**config.mk**
```make
export PLATFORM = sky130hd
export DESIGN_NAME = arith_result_collector
export DESIGN_NICKNAME = d
export VERILOG_FILES = /design/src/rtl/arith_result_collector.sv
export SDC_FILE = /design/constraint.sdc
export NUM_CORES = 1
export LEC_CHECK = 0
export CAP_MARGIN = 20
export CORE_ASPECT_RATIO = 0.5
export CORE_MARGIN = 2
export CORE_UTILIZATION = 52
export CTS_CLUSTER_DIAMETER = 60
export DETAILED_ROUTE_END_ITERATION = 12
export PLACE_DENSITY = 0.84
export SYNTH_ARGS = -nofsm -noshare
export SYNTH_HDL_FRONTEND = slang
export SYNTH_SLANG_ARGS = --single-unit
```
**constraint.sdc**
```tcl
create_clock -name clk -period 3.2 [get_ports clk]
set_clock_uncertainty 0.15 [all_clocks]
set_input_delay 0.64 -clock clk [delete_from_list [all_inputs] [get_ports clk]]
set_output_delay 0.64 -clock clk [all_outputs]
set_load 0.005 [all_outputs]
```
**src/rtl/arith_result_collector.sv**
```systemverilog
// Tracks in-flight operand sets through the fixed-latency arithmetic pipeline, captures each Y,
// rounds/saturates it and buffers it in a fall-through FIFO; credits stop issue before the FIFO could overflow.
module arith_result_collector #(
  parameter int LATENCY = 7,
  parameter int IN_W    = 36,
  parameter int SHIFT   = 12,
  parameter int OUT_W   = 18,
  parameter int DEPTH   = 8
) (
  input  logic                    clk,
  input  logic                    rst_n,
  input  logic                    en,
  output logic                    ce,
  input  logic                    in_valid,
  output logic                    in_ready,
  input  logic signed [IN_W-1:0]  y,
  output logic signed [OUT_W-1:0] out_data,
  output logic                    out_valid,
  input  logic                    out_ready,
  output logic                    sat_sticky,
  input  logic                    sat_clr
);

  localparam int AW = (DEPTH > 1) ? $clog2(DEPTH) : 1;
  localparam int CW = $clog2(DEPTH + 1);

  localparam logic signed [OUT_W-1:0] OUT_MAX = {1'b0, {(OUT_W-1){1'b1}}};
  localparam logic signed [OUT_W-1:0] OUT_MIN = {1'b1, {(OUT_W-1){1'b0}}};
  localparam logic signed [IN_W:0]    SAT_MAX = {{(IN_W+1-OUT_W){1'b0}}, OUT_MAX};
  localparam logic signed [IN_W:0]    SAT_MIN = {{(IN_W+1-OUT_W){1'b1}}, OUT_MIN};

  logic [LATENCY-1:0]       vpipe;
  logic [LATENCY-1:0]       vpipe_nxt;
  logic [CW-1:0]            occ;
  logic [CW-1:0]            count;
  logic [AW-1:0]            wr_ptr;
  logic [AW-1:0]            rd_ptr;
  logic signed [OUT_W-1:0]  mem [DEPTH];
  logic signed [OUT_W-1:0]  hold;
  logic signed [OUT_W-1:0]  sat_val;
  logic signed [IN_W:0]     y_ext;
  logic signed [IN_W:0]     r;
  logic                     accept;
  logic                     push;
  logic                     pop;
  logic                     sat_hi;
  logic                     sat_lo;

  assign ce        = en;
  assign in_ready  = rst_n & (occ < CW'(DEPTH));
  assign accept    = in_valid & in_ready & en;
  // Gate with en so a result parked at the last stage while en is low pushes only once.
  assign push      = vpipe[LATENCY-1] & en;
  assign out_valid = (count != '0);
  assign pop       = out_valid & out_ready;

  always_comb begin
    vpipe_nxt    = vpipe << 1;
    vpipe_nxt[0] = accept;
  end

  assign y_ext = {y[IN_W-1], y};

  generate
    if (SHIFT == 0) begin : g_noround
      assign r = y_ext;
    end else begin : g_round
      localparam logic signed [IN_W:0] HALF = (IN_W+1)'(1) << (SHIFT-1);
      logic signed [IN_W:0] sum;
      // One extra bit of headroom keeps the half-LSB add from wrapping at the top of range.
      assign sum = y_ext + HALF;
      assign r   = sum >>> SHIFT;
    end
  endgenerate

  assign sat_hi  = (r > SAT_MAX);
  assign sat_lo  = (r < SAT_MIN);
  assign sat_val = sat_hi ? OUT_MAX : (sat_lo ? OUT_MIN : r[OUT_W-1:0]);

  always_ff @(posedge clk) begin
    if (!rst_n) begin
      vpipe      <= '0;
      occ        <= '0;
      count      <= '0;
      wr_ptr     <= '0;
      rd_ptr     <= '0;
      hold       <= '0;
      sat_sticky <= 1'b0;
    end else begin
      if (en) vpipe <= vpipe_nxt;

      case ({accept, pop})
        2'b10:   occ <= occ + CW'(1);
        2'b01:   occ <= occ - CW'(1);
        default: ;
      endcase

      case ({push, pop})
        2'b10:   count <= count + CW'(1);
        2'b01:   count <= count - CW'(1);
        default: ;
      endcase

      if (push) wr_ptr <= wr_ptr + AW'(1);
      if (pop) begin
        rd_ptr <= rd_ptr + AW'(1);
        hold   <= mem[rd_ptr];
      end

      if (push && (sat_hi || sat_lo)) sat_sticky <= 1'b1;
      else if (sat_clr)               sat_sticky <= 1'b0;
    end
  end

  always_ff @(posedge clk) begin
    if (push) mem[wr_ptr] <= sat_val;
  end

  // Empty FIFO keeps presenting the last popped value.
  assign out_data = out_valid ? mem[rd_ptr] : hold;

endmodule

```
After elaboration in Yosys (flattened, before gate mapping)
Memory sizes are Yosys's and may differ from the RTL's. A register that Yosys moved wholly into a read port is not among the register bits.
Cells that the tools add are included.
W data, S select, Z words.
- register bits: 40
- bits in writable memories: 144
- output and inout bits: 22
- word-level logic and storage cells: 44
- memories: 1
- add/subtract/negate cells: 7
- $lt $le $gt $ge: 3
- equal/unequal tests: 4
- multiplexer cells: 11
- bitwise operators: 5
- reductions and logical operators: 6
- memories (name ; words ; bits a word ; rd ports ; clocked after memory_dff ; write ports ; line ; text):
    mem ; 8 ; 18 ; 1 ; 1 ; 1 ; 38 ; logic signed [OUT_W-1:0] mem [DEPTH];
- operators with widths (cell ; count):
    $mux W18 ; 3
    $add A36 B13 Y37 const B ; 1
    $gt A25 B18 Y1 const B ; 1
    $lt A25 B18 Y1 const B ; 1
    $pmux W4 S2 ; 2
    $add A4 B1 Y4 const B ; 2
    $sub A4 B1 Y4 const B ; 2
    $add A3 B1 Y3 const B ; 2
    $mux W3 ; 2
    $reduce_bool A2 Y1 ; 3
    $and A1 B1 Y1 ; 5
    $eq A2 B1 Y1 const B ; 2
    $eq A2 B2 Y1 const B ; 2
    $lt A4 B4 Y1 const B ; 1
    $mux W1 ; 4
    $reduce_bool A4 Y1 ; 1
    $logic_and A1 B1 Y1 ; 1
    $logic_or A1 B1 Y1 ; 1

Longest topological paths before layout
Gate-level depths: netlist of the first run.
- word-level depth: 6
- mapped depth: 12
- gate-level depth less buffers: 9

Least setup slack after synthesis of the first run
Ideal clock, no wire load.
- path kind: input-to-reg
- start: in y[11]
- end: mem mem[0][0], data pin
- setup time: 0.327 ns
- data arrival time: 2.974 ns
- data required time: 2.723 ns
- path slack: -0.251 ns
- stages: 10
- cells stage by stage: ha_1 nand3_1 or4_1 buf_2 nor3_1 xor2_1 and3_1 a31oi_1 buf_2 o21ai_0
- longest elaborated chain between the ends: 4
- ends and longest elaborated chain (element ; line ; text):
    start, declared ; 16 ; input logic signed [IN_W-1:0] y,
    $add A36 B13 Y37 * ; 71 ; assign sum = y_ext + HALF;
    $lt A25 B18 Y1 ; 77 ; assign sat_lo = (r < SAT_MIN);
    $mux W18 ; 78 ; assign sat_val = sat_hi ? OUT_MAX : (sat_lo ? OUT_MIN : r[OUT_W-1:0]);
    $mux W18 * ; 78 ;
    net sat_val[0] ; 40 ; logic signed [OUT_W-1:0] sat_val;
    end, declared ; 38 ;
The timed path passes the listed nets; every way through them passes the cells marked *.

==> results of run 1 <==
critical path: cells and delay by family, from the launching register on:
kind | cells | cell delay [ns]
buffers and inverters | 2 | 0.63
DFF | 1 | 0.42
muxes | 2 | 0.85
AOI/OAI and AO/OA | 1 | 0.11
state kept, by name, summed over array words and instances (netlist names), named ones only:
name / flops
count: 4
hold: 18
mem: 144
occ: 4
rd_ptr: 3
sat_sticky: 1
vpipe: 7
wr_ptr: 3
power breakdown:
part | internal, µW | leakage [µW] | switching [µW]
Sequential | 2620 | 0.00168 | 1.66
Clock | 1110 | 0.000287 | 1010
Combinational | 127 | 0.00204 | 146
Total | 3850 | 0.00400 | 1150
per-layer routing:
layer,wire length [µm],GRT usage
met5,0,0
met4,582,0.1022
met3,2696,0.07625
met2,10340,0.4132
met1,8217,0.3512
final cells by class:
type	instances	area, µm²	area share
Timing Repair Buffer	147	1398	0.1314
Inverter	10	37.54	0.003529
Clock inverter	15	156.4	0.01470
Sequential cell	187	5189	0.4878
Multi-Input combinational cell	318	3177	0.2986
Tap cell	204	255.2	0.02399
Clock buffer	17	425.4	0.03999
final timing paths:
path	startpoint	endpoint	slack, ns
setup / recovery	flip-flop	out_data[17]	-0.03
hold / removal	vpipe[0]	vpipe[0]	0.33
setup reg to reg	count[0]	occ[3]	0.38
hold reg to reg	vpipe[0]	vpipe[0]	0.33
cells in the final DEF, fill, tap and decap left out, types with 9 or more instances in the layout:
cell,Yosys,layout
sky130_fd_sc_hd__edfxtp_1,144,144
sky130_fd_sc_hd__buf_4,1,78
sky130_fd_sc_hd__dfxtp_1,43,42
sky130_fd_sc_hd__nand2_1,36,36
sky130_fd_sc_hd__mux4_2,36,36
sky130_fd_sc_hd__nor2_1,33,33
sky130_fd_sc_hd__clkdlybuf4s50_1,0,28
sky130_fd_sc_hd__a21oi_1,24,19
sky130_fd_sc_hd__o211a_1,18,18
sky130_fd_sc_hd__clkbuf_16,0,17
sky130_fd_sc_hd__o21ai_4,0,15
sky130_fd_sc_hd__xor2_1,14,14
sky130_fd_sc_hd__xnor2_1,13,13
sky130_fd_sc_hd__and2_1,12,12
sky130_fd_sc_hd__dlymetal6s2s_1,0,11
sky130_fd_sc_hd__dlygate4sd2_1,0,11
sky130_fd_sc_hd__inv_1,10,10
sky130_fd_sc_hd__mux2i_4,0,9
sky130_fd_sc_hd__mux2i_1,25,9
sky130_fd_sc_hd__o21ai_0,15,9
logic make-up (layout without fill, tap and decap cells):
group                      after synthesis  count (layout)
DFF                                    187             187
and+or+nand+nor                        137             137
AOI/OAI and AO/OA                       81              81
muxes                                   62              62
buffers and inverters                   38             189
xor gates and xnor gates                27              27
adders and majority gates               11              11
stage by stage:
| stage | hold WS [ns] | utilization |
|---|---|---|
| floorplan | 0.2856 | - |
| global placement | 0.2973 | 0.6126 |
| detailed placement | 0.3272 | 0.6126 |
| CTS | 0.3391 | 0.6769 |
| global route | 0.3669 | 0.6955 |
| finish | 0.3303 | 0.6955 |
what timing repair did:
item,in CTS,in global routing
cloned,3,0
setup endpoints to repair,152,142
resized for setup,75,36
pin swaps,11,8
setup buffers,6,19
==> metrics.log, run 1 <==
INFO  metric synth_cell_types = 52
INFO  metric hpwlAfterDp = 11660 µm
INFO  metric buffer_ports.inserted = 52
INFO  metric floorplan.die.width = 180.2 µm
INFO  metric ir_drop = 386.6 µV
INFO  metric stdcell_area = 0.01064 mm²
INFO  metric post-synth-top-count-cell = sky130_fd_sc_hd__edfxtp_1
INFO  metric main_combinational_cell_family_by_area_after_synthesis = multiplexers
INFO  metric synth_xor_xnor_area_share = 0.02930
INFO  metric root_buffer = sky130_fd_sc_hd__clkbuf_16
INFO  metric drt-pass1-iter-count = 5
INFO  metric postPlaceCellArea = 0.009370 mm²
INFO  metric synth_mux_area_frac = 0.1328
INFO  metric synth_common_cells = 144 x sky130_fd_sc_hd__edfxtp_1, 43 x sky130_fd_sc_hd__dfxtp_1, 36 x sky130_fd_sc_hd__mux4_2, 36 x sky130_fd_sc_hd__nand2_1, 33 x sky130_fd_sc_hd__nor2_1
INFO  metric worstSetupPathType = flip-flop to output port
INFO  metric timing.critical_path.arrival = 2.44 ns
INFO  metric route.detailed.vias_per_inst = 6.154
INFO  metric cp_slowest_stage_delay = 0.56 ns
INFO  metric setup.worst_path.start_class = flip-flop
INFO  metric r2r_cells = 9
INFO  metric n_fill_cell = 931
INFO  metric ys_seq_area_frac = 0.6424
INFO  metric finalNonFillerCells = 898
INFO  metric synth_top_flop_cell = sky130_fd_sc_hd__edfxtp_1
INFO  metric maximum_number_of_pins_on_one_net_before_global_route_repair = 42
INFO  metric antenna_found_initial = 0
INFO  metric synthCells = 543
INFO  metric synth_enable_flop_cells = 144
INFO  metric ctsHoldBuffers = 0
INFO  metric fin_nets = 734
INFO  metric final_hold_viol_count = 0
INFO  metric placed_cells_incl_taps = 838
INFO  metric number_of_global_route_vias_before_repair = 5315
INFO  metric post_synth_top_area_share = 0.5357
INFO  metric critPathMaxFanout = 9
INFO  metric hp-class = flip-flop to flip-flop
INFO  metric timing.fmax = 309.8 MHz
INFO  metric remaining_drc_errors = 0
INFO  metric initialDrtViolationCount = 744
INFO  metric routabilityCongestion = 0.8733
INFO  metric cpMaxStageDelayCell = sky130_fd_sc_hd__mux4_2
INFO  metric drive_above_1_share = 0.3271
INFO  metric insertedDiodeCount = 0
INFO  metric synth_compound_area_frac = 0.06991
INFO  metric final.min_clock_period = 3.227 ns
INFO  metric core_area = 0.01529 mm²
INFO  metric violations = setup timing
INFO  metric final_layout_setup_total_negative_slack = -0.03549 ns
INFO  metric critical_path_required = 2.41 ns
INFO  metric top_level_ports = 64
INFO  metric ys_warn_count = 0
INFO  metric dr_total_vias = 5526
INFO  metric placementRows = 32
INFO  metric pwr_density_cell = 470.6 mW/mm²
INFO  metric clk_latency = 0.44 ns
INFO  metric setup_viol_count_final = 2
INFO  metric preCtsSetupSlack = -0.8736 ns
INFO  metric die_area = 0.01660 mm²
INFO  metric yosys_register_bits = 187
INFO  metric initial_core_utilization = 0.5277
INFO  metric cts.sinks = 187
INFO  metric cts_max_path_buffers = 2
INFO  metric worst_setup_hold_path_clk_slew = 0.07 ns
INFO  metric max_slew_margin = 0.6048
INFO  metric detail-route-antenna-nets = 0
INFO  metric area_growth_syn_to_layout = 31.79%
INFO  metric tightestPinTransition = 0.5929 ns
INFO  metric leakage = 0.003997 µW
INFO  metric final_critical_path_setup_slack = -0.02744 ns
INFO  metric wire_length_of_the_first_global_routing_pass = 31660 µm
INFO  metric grt_util_all_layers = 0.2633
INFO  metric cap_viol_max_count = 0
INFO  metric crit_path_end_kind = output port
INFO  metric synth-simple-area-share = 0.08727
INFO  metric syn_area_per_cell = 14.86 µm²
INFO  metric min_period_over_period = 1.009
INFO  metric tritoncts.num_buffers = 17
INFO  metric die-height = 92.10 µm
INFO  metric run_status = complete, but fails checks
INFO  metric avgRoutedWirePerCell = 24.31 µm
INFO  metric finalMaxSlewViolations = 0
INFO  metric clock_tree.htree_level_count = 4
INFO  metric rsz0062_at_grt = yes
INFO  metric post_layout_total_power = 5006 µW
INFO  metric synthDominantAreaCellType = sky130_fd_sc_hd__edfxtp_1
INFO  metric cts_tree = built
INFO  metric netlist_top_cells_area = sky130_fd_sc_hd__edfxtp_1 54%, sky130_fd_sc_hd__dfxtp_1 11%, sky130_fd_sc_hd__mux4_2 10%, sky130_fd_sc_hd__mux2i_1 3.1%, sky130_fd_sc_hd__o211a_1 2.2%
INFO  metric syn-num-nets = 596
INFO  metric netlist_area = 0.008071 mm²
INFO  metric worstPathCellList = buf_8 > mux4_2 > mux2i_2 > a21oi_1 > clkdlybuf4s50_1
INFO  metric fraction_of_registers_with_async_set_reset = 0
INFO  metric wirelength = 21830 µm
INFO  metric hold_path_depth = 2
INFO  metric overflow = 0
INFO  metric synth-adder-area-share = 0.01891
(Power assumes the default switching activity.)
==> run 2, diff against run 1 <==
- CORE_MARGIN: 2 -> default
==> run 2 against run 1 <==
  * The flow now finishes without violations
  * Core utilization up 2.5 points
  * Largest cell class unchanged
  * Cell count up 0.33%
  * Sequential power about the same
  * Wire length up 0.75%
  * Non-clock buffer count up 9
  * First-iteration DRC count down 4.6%
==> metrics.log, run 2 (synthesized netlist as in run 1, its figures left out) <==
INFO  metric worst_setup_hold_path_clk_slew = 0.07 ns
INFO  metric dr_total_vias = 5448
INFO  metric tritoncts.num_buffers = 17
INFO  metric rsz0062_at_grt = yes
INFO  metric detail-route-antenna-nets = 0
INFO  metric drt-pass1-iter-count = 5
INFO  metric remaining_drc_errors = 0
INFO  metric maximum_number_of_pins_on_one_net_before_global_route_repair = 42
INFO  metric worst_r2r_endpoint = hold[15]
INFO  metric hold-path-endpoint = vpipe[0]
INFO  metric clk_latency = 0.44 ns
INFO  metric cts_tree = built
INFO  metric overflow = 0
INFO  metric setup.worst_path.start_class = flip-flop
INFO  metric postPlaceCellArea = 0.009423 mm²
INFO  metric insertedDiodeCount = 0
INFO  metric die-height = 90.10 µm
INFO  metric met3_length = 1982 µm
INFO  metric critical_path_required = 2.41 ns
INFO  metric biggestRegsByFlops = mem (144), hold (18), vpipe (7)
INFO  metric cts_max_path_buffers = 2
INFO  metric drive_above_1_share = 0.3385
INFO  metric ctsHoldBuffers = 0
INFO  metric pwr_density_cell = 474.8 mW/mm²
INFO  metric hpwlAfterDp = 11170 µm
INFO  metric min-delay-start = vpipe[0]
INFO  metric buffer_ports.inserted = 52
INFO  metric hold_path_depth = 2
INFO  metric final_hold_viol_count = 0
INFO  metric worstPathCellList = buf_6 > mux4_2 > mux2i_4 > a21oi_1 > clkdlybuf4s50_1
INFO  metric clock_tree.htree_level_count = 4
INFO  metric route.detailed.vias_per_inst = 6.047
INFO  metric floorplan.die.width = 178.2 µm
INFO  metric cap_viol_max_count = 0
INFO  metric initialDrtViolationCount = 710
INFO  metric avgRoutedWirePerCell = 24.41 µm
INFO  metric critPathMaxFanout = 7
INFO  metric tightestPinTransition = 0.6273 ns
INFO  metric hp-class = flip-flop to flip-flop
INFO  metric layout.cells.most_common_list = 144 x sky130_fd_sc_hd__edfxtp_1, 83 x sky130_fd_sc_hd__buf_4, 42 x sky130_fd_sc_hd__dfxtp_1, 36 x sky130_fd_sc_hd__nand2_1, 36 x sky130_fd_sc_hd__mux4_2
INFO  metric met2_wirelength = 10440 µm
INFO  metric r2r_cells = 18
INFO  metric run_status = finished, final reports clean
INFO  metric initial_core_utilization = 0.5448
INFO  metric timing.fmax = 314.7 MHz
INFO  metric cp_slowest_stage_delay = 0.54 ns
INFO  metric timing.critical_path.arrival = 2.39 ns
INFO  metric wirelength = 22000 µm
INFO  metric core_area = 0.01482 mm²
INFO  metric min_period_over_period = 0.9930
INFO  metric worst-r2r-setup-slack = 0.16 ns
INFO  metric number_of_global_route_vias_before_repair = 5396
INFO  metric leakage = 0.003983 µW
INFO  metric top_level_ports = 64
INFO  metric wire_length_of_the_first_global_routing_pass = 31840 µm
INFO  metric area_growth_syn_to_layout = 32.35%
INFO  metric largest_register_ffs = 144
INFO  metric grt_util_all_layers = 0.2758
INFO  metric most_common_library_cell_in_the_layout_ignoring_fill_and_taps = sky130_fd_sc_hd__edfxtp_1
INFO  metric finalMaxSlewViolations = 0
INFO  metric fin_nets = 743
INFO  metric post_layout_total_power = 5072 µW
INFO  metric max_slew_margin = 0.5818
INFO  metric worstSetupPathType = flip-flop to output port
INFO  metric n_fill_cell = 847
INFO  metric top_register = mem
INFO  metric routabilityCongestion = 0.8960
INFO  metric cts.sinks = 187
INFO  metric final.min_clock_period = 3.177 ns
INFO  metric route.layer.met1.wl = 9001 µm
INFO  metric cpMaxStageDelayCell = sky130_fd_sc_hd__mux4_2
INFO  metric top_signal_layer_used = met4
INFO  metric setup_viol_count_final = 0
INFO  metric die_area = 0.01605 mm²
INFO  metric stdcell_area = 0.01068 mm²
INFO  metric root_buffer = sky130_fd_sc_hd__clkbuf_16
INFO  metric crit_path_end_kind = output port
INFO  metric antenna_found_initial = 0
INFO  metric placementRows = 31
INFO  metric ir_drop = 396.2 µV
==> run 2: cell types whose count changed in the layout (fill, tap and decap cells not counted), sizes merged, moves of 3 or more <==
cell | previous run | this run
buf | 95 | 104
clkdlybuf4s50 | 28 | 25
dlygate4sd2 | 11 | 17
dlymetal6s2s | 11 | 8
==> run 2: worst max-delay path by stage <==
stage / from / endpoint / slack (ns) / cells past startpoint
floorplan: y[15] / mem[0][1] / -0.01 / 8
global placement: y[11] / mem[4][5] / -0.71 / 11
detailed placement: y[11] / mem[0][5] / -0.87 / 11
CTS: y[15] / mem[5][1] / -0.04 / 11
global route: flip-flop / out_data[0] / -0.05 / 5
finish: flip-flop / out_data[0] / 0.02 / 5
==> run 2: routing by layer <==
metal  vias up  global-route usage
met3        42             0.09391
li1       2374                   -
met2       359              0.4215
met5         -                   0
met1      2673              0.3661
met4         0              0.1031
==> run 2: repair_timing <==
item	CTS	global route
cloned	2	0
setup buffers	22	7
gates resized for setup	78	40
pin swaps	4	8
setup endpoints to repair	152	141
==> run 2: area by class of cell <==
cell class                 instances  area [µm²]  area share
sequential                       187        5189      0.4857
multi-input combinational        318        3158      0.2956
timing repair buffer             156        1443      0.1350
clock buffer                      17       425.4     0.03982
tap                              198       247.7     0.02319
clock inverter                    15       182.7     0.01710
inverter                          10       37.54    0.003514
==> run 2: per-stage QoR <==
stage / TNS (ns) / cells / hold WS (ns) / utilization / worst slack, ns
finish: 0 / 901 / 0.3153 / 0.7210 / 0.02254
global route: -0.1006 / 901 / 0.3676 / 0.7210 / -0.04690
CTS: -1.494 / 896 / 0.3187 / 0.7081 / -0.03881
detailed placement: -87.66 / 840 / 0.3098 / 0.6360 / -0.8689
global placement: -70.82 / 840 / 0.2957 / 0.6360 / -0.7117
floorplan: -0.5471 / 543 / 0.2856 / - / -0.01368
==> run 2: power by group <==
part / total [µW] / switching, µW / leakage (µW) / internal [µW]
Sequential: 2620 / 1.59 / 0.00168 / 2620
Combinational: 256 / 140 / 0.00202 / 116
Clock: 2200 / 1010 / 0.000292 / 1180
==> run 2: worst max-delay path: cells and delay by family, from the launching register on <==
| kind | cells | cell delay, ns |
|---|---|---|
| buffers and inverters | 2 | 0.63 |
| AO/OA/AOI/OAI | 1 | 0.10 |
| multiplexers | 2 | 0.76 |
| flip-flops | 1 | 0.46 |
==> run 3, diff against run 2 <==
==> constraint.sdc (replaced) <==
create_clock -name clk -period 3.2 [get_ports clk]
set_clock_uncertainty 0.15 [all_clocks]
set_input_delay 0.64 -clock clk [delete_from_list [all_inputs] [get_ports clk]]
set_output_delay 0.64 -clock clk [all_outputs]
set_load 0.02 [all_outputs]
==> run 3 against run 2 <==
  * Die area unchanged
  * Core utilization shrank 2.6 points
  * Sequential share of layout area up 1.8 points
  * Clock power fell by 8%
  * Via count shrank 3.7%
  * Register-to-register slack improved by 0.20 ns
  * Combinational power down 2%
  * Sequential power hardly changed
  * Setup slack improved by 0.031 ns
==> metrics.log, run 3 (synthesized netlist as in run 1, its figures left out) <==
INFO  metric most_common_library_cell_in_the_layout_ignoring_fill_and_taps = sky130_fd_sc_hd__edfxtp_1
INFO  metric hp-class = flip-flop to flip-flop
INFO  metric fin_nets = 722
INFO  metric grt_util_all_layers = 0.2504
INFO  metric core_area = 0.01482 mm²
INFO  metric maximum_number_of_pins_on_one_net_before_global_route_repair = 42
INFO  metric routabilityCongestion = 0.8884
INFO  metric area_growth_syn_to_layout = 27.65%
INFO  metric stdcell_area = 0.01030 mm²
INFO  metric finalMaxSlewViolations = 0
INFO  metric crit_path_end_kind = output port
INFO  metric tightestPinTransition = 0.4882 ns
INFO  metric hpwlAfterDp = 11320 µm
INFO  metric drive_above_1_share = 0.2991
INFO  metric setup_viol_count_final = 0
INFO  metric initial_core_utilization = 0.5448
INFO  metric max_slew_margin = 0.6711
INFO  metric avgRoutedWirePerCell = 21.51 µm
INFO  metric largest_register_ffs = 144
INFO  metric worst_setup_hold_path_clk_slew = 0.06 ns
INFO  metric overflow = 0
INFO  metric die_area = 0.01605 mm²
INFO  metric clock_tree.htree_level_count = 4
INFO  metric top_level_ports = 64
INFO  metric initialDrtViolationCount = 514
INFO  metric run_status = finished, final reports clean
INFO  metric placementRows = 31
INFO  metric final_hold_viol_count = 0
INFO  metric layout.cells.most_common_list = 144 x sky130_fd_sc_hd__edfxtp_1, 72 x sky130_fd_sc_hd__buf_4, 42 x sky130_fd_sc_hd__dfxtp_1, 36 x sky130_fd_sc_hd__nand2_1, 36 x sky130_fd_sc_hd__mux4_2
INFO  metric min-delay-start = vpipe[0]
INFO  metric top_register = mem
INFO  metric critPathMaxFanout = 8
INFO  metric drt-pass1-iter-count = 5
INFO  metric wire_length_of_the_first_global_routing_pass = 28880 µm
INFO  metric post_layout_total_power = 4894 µW
INFO  metric crit_family = multiplexers
INFO  metric buffer_ports.inserted = 52
INFO  metric worstReg2RegStart = count[0]
INFO  metric tritoncts.num_buffers = 17
INFO  metric die-height = 90.10 µm
INFO  metric cpMaxStageDelayCell = sky130_fd_sc_hd__mux4_2
INFO  metric ir_drop = 357.2 µV
INFO  metric wirelength = 18930 µm
INFO  metric final_layout_setup_total_negative_slack = 0 ns
INFO  metric timing.fmax = 317.8 MHz
INFO  metric worstSetupPathType = flip-flop to output port
INFO  metric cts_tree = built
INFO  metric route.detailed.vias_per_inst = 5.959
INFO  metric floorplan.die.width = 178.2 µm
INFO  metric antenna_found_initial = 0
INFO  metric worstPathCellList = buf_4 > mux4_2 > mux2i_2 > a21oi_1 > dlygate4sd2_1
INFO  metric fin_hold_ws = 0.3108 ns
INFO  metric cts.sinks = 187
INFO  metric detail-route-antenna-nets = 0
INFO  metric timing.critical_path.arrival = 2.36 ns
INFO  metric ctsHoldBuffers = 0
INFO  metric cap_viol_max_count = 0
INFO  metric root_buffer = sky130_fd_sc_hd__clkbuf_16
INFO  metric pwr_density_cell = 475.0 mW/mm²
INFO  metric insertedDiodeCount = 0
INFO  metric clk_latency = 0.44 ns
INFO  metric number_of_global_route_vias_before_repair = 5184
INFO  metric min_period_over_period = 0.9833
INFO  metric biggestRegsByFlops = mem (144), hold (18), vpipe (7)
INFO  metric critical_path_required = 2.41 ns
INFO  metric remaining_drc_errors = 0
INFO  metric setup.worst_path.start_class = flip-flop
INFO  metric leakage = 0.003835 µW
INFO  metric dr_total_vias = 5244
INFO  metric postPlaceCellArea = 0.009415 mm²
INFO  metric cts_max_path_buffers = 2
INFO  metric timing.critical_path.buf_inv = 2
INFO  metric cp_slowest_stage_delay = 0.54 ns
INFO  metric final.min_clock_period = 3.147 ns
==> run 3: worst min-delay path, delay by kind of cell, from the launching register on <==
kind	cells	cell delay, ns
AO/OA/AOI/OAI	1	0.06
flip-flops	1	0.31
AND/OR/NAND/NOR	1	0.05
==> run 3: routing by layer <==
| metal | share of wire | up-vias | routed length, µm | global-route usage |
|---|---|---|---|---|
| met5 | 0 | - | 0 | 0 |
| met4 | 0.021 | 0 | 400 | 0.09251 |
| met3 | 0.096 | 36 | 1815 | 0.06387 |
| met2 | 0.47 | 287 | 8949 | 0.3920 |
| met1 | 0.41 | 2581 | 7759 | 0.3394 |
| li1 | - | 2340 | - | - |
==> run 3: worst paths after layout <==
check	to	cells after the start	slack (ns)
max	out_data[3]	5	0.05
min	vpipe[0]	2	0.31
max reg2reg	occ[3]	9	0.36
min reg2reg	vpipe[0]	2	0.31
==> run 3: layout make-up <==
cell class	count	area, µm²
Inverter	10	37.54
Clock inverter	13	128.9
Tap cell	198	247.7
Clock buffer	19	442.9
Sequential cell	187	5189
Timing Repair Buffer	135	1207
Multi-Input combinational cell	318	3050
Fill cell	921	4513
==> run 3: power by group <==
group	total, µW	switching, µW	internal [µW]
clock	2020	967	1050
combinational	252	139	113
sequential	2620	1.76	2620
total	4890	1110	3790
==> run 3: stage by stage <==
step | std cells | setup slack, ns | util
after floorplan | 543 | -0.01368 | -
after global placement | 839 | -0.6034 | 0.6355
after detailed placement | 839 | -0.8840 | 0.6355
after global routing | 880 | -0.006797 | 0.6954
after CTS | 878 | -0.08314 | 0.6922
final | 880 | 0.05344 | 0.6954
==> run 3: repair_timing <==
item,4_1_cts,5_1_grt
endpoints found under the setup margin,154,142
buffers inserted,7,2
resized for setup,79,15
pin swaps,7,6
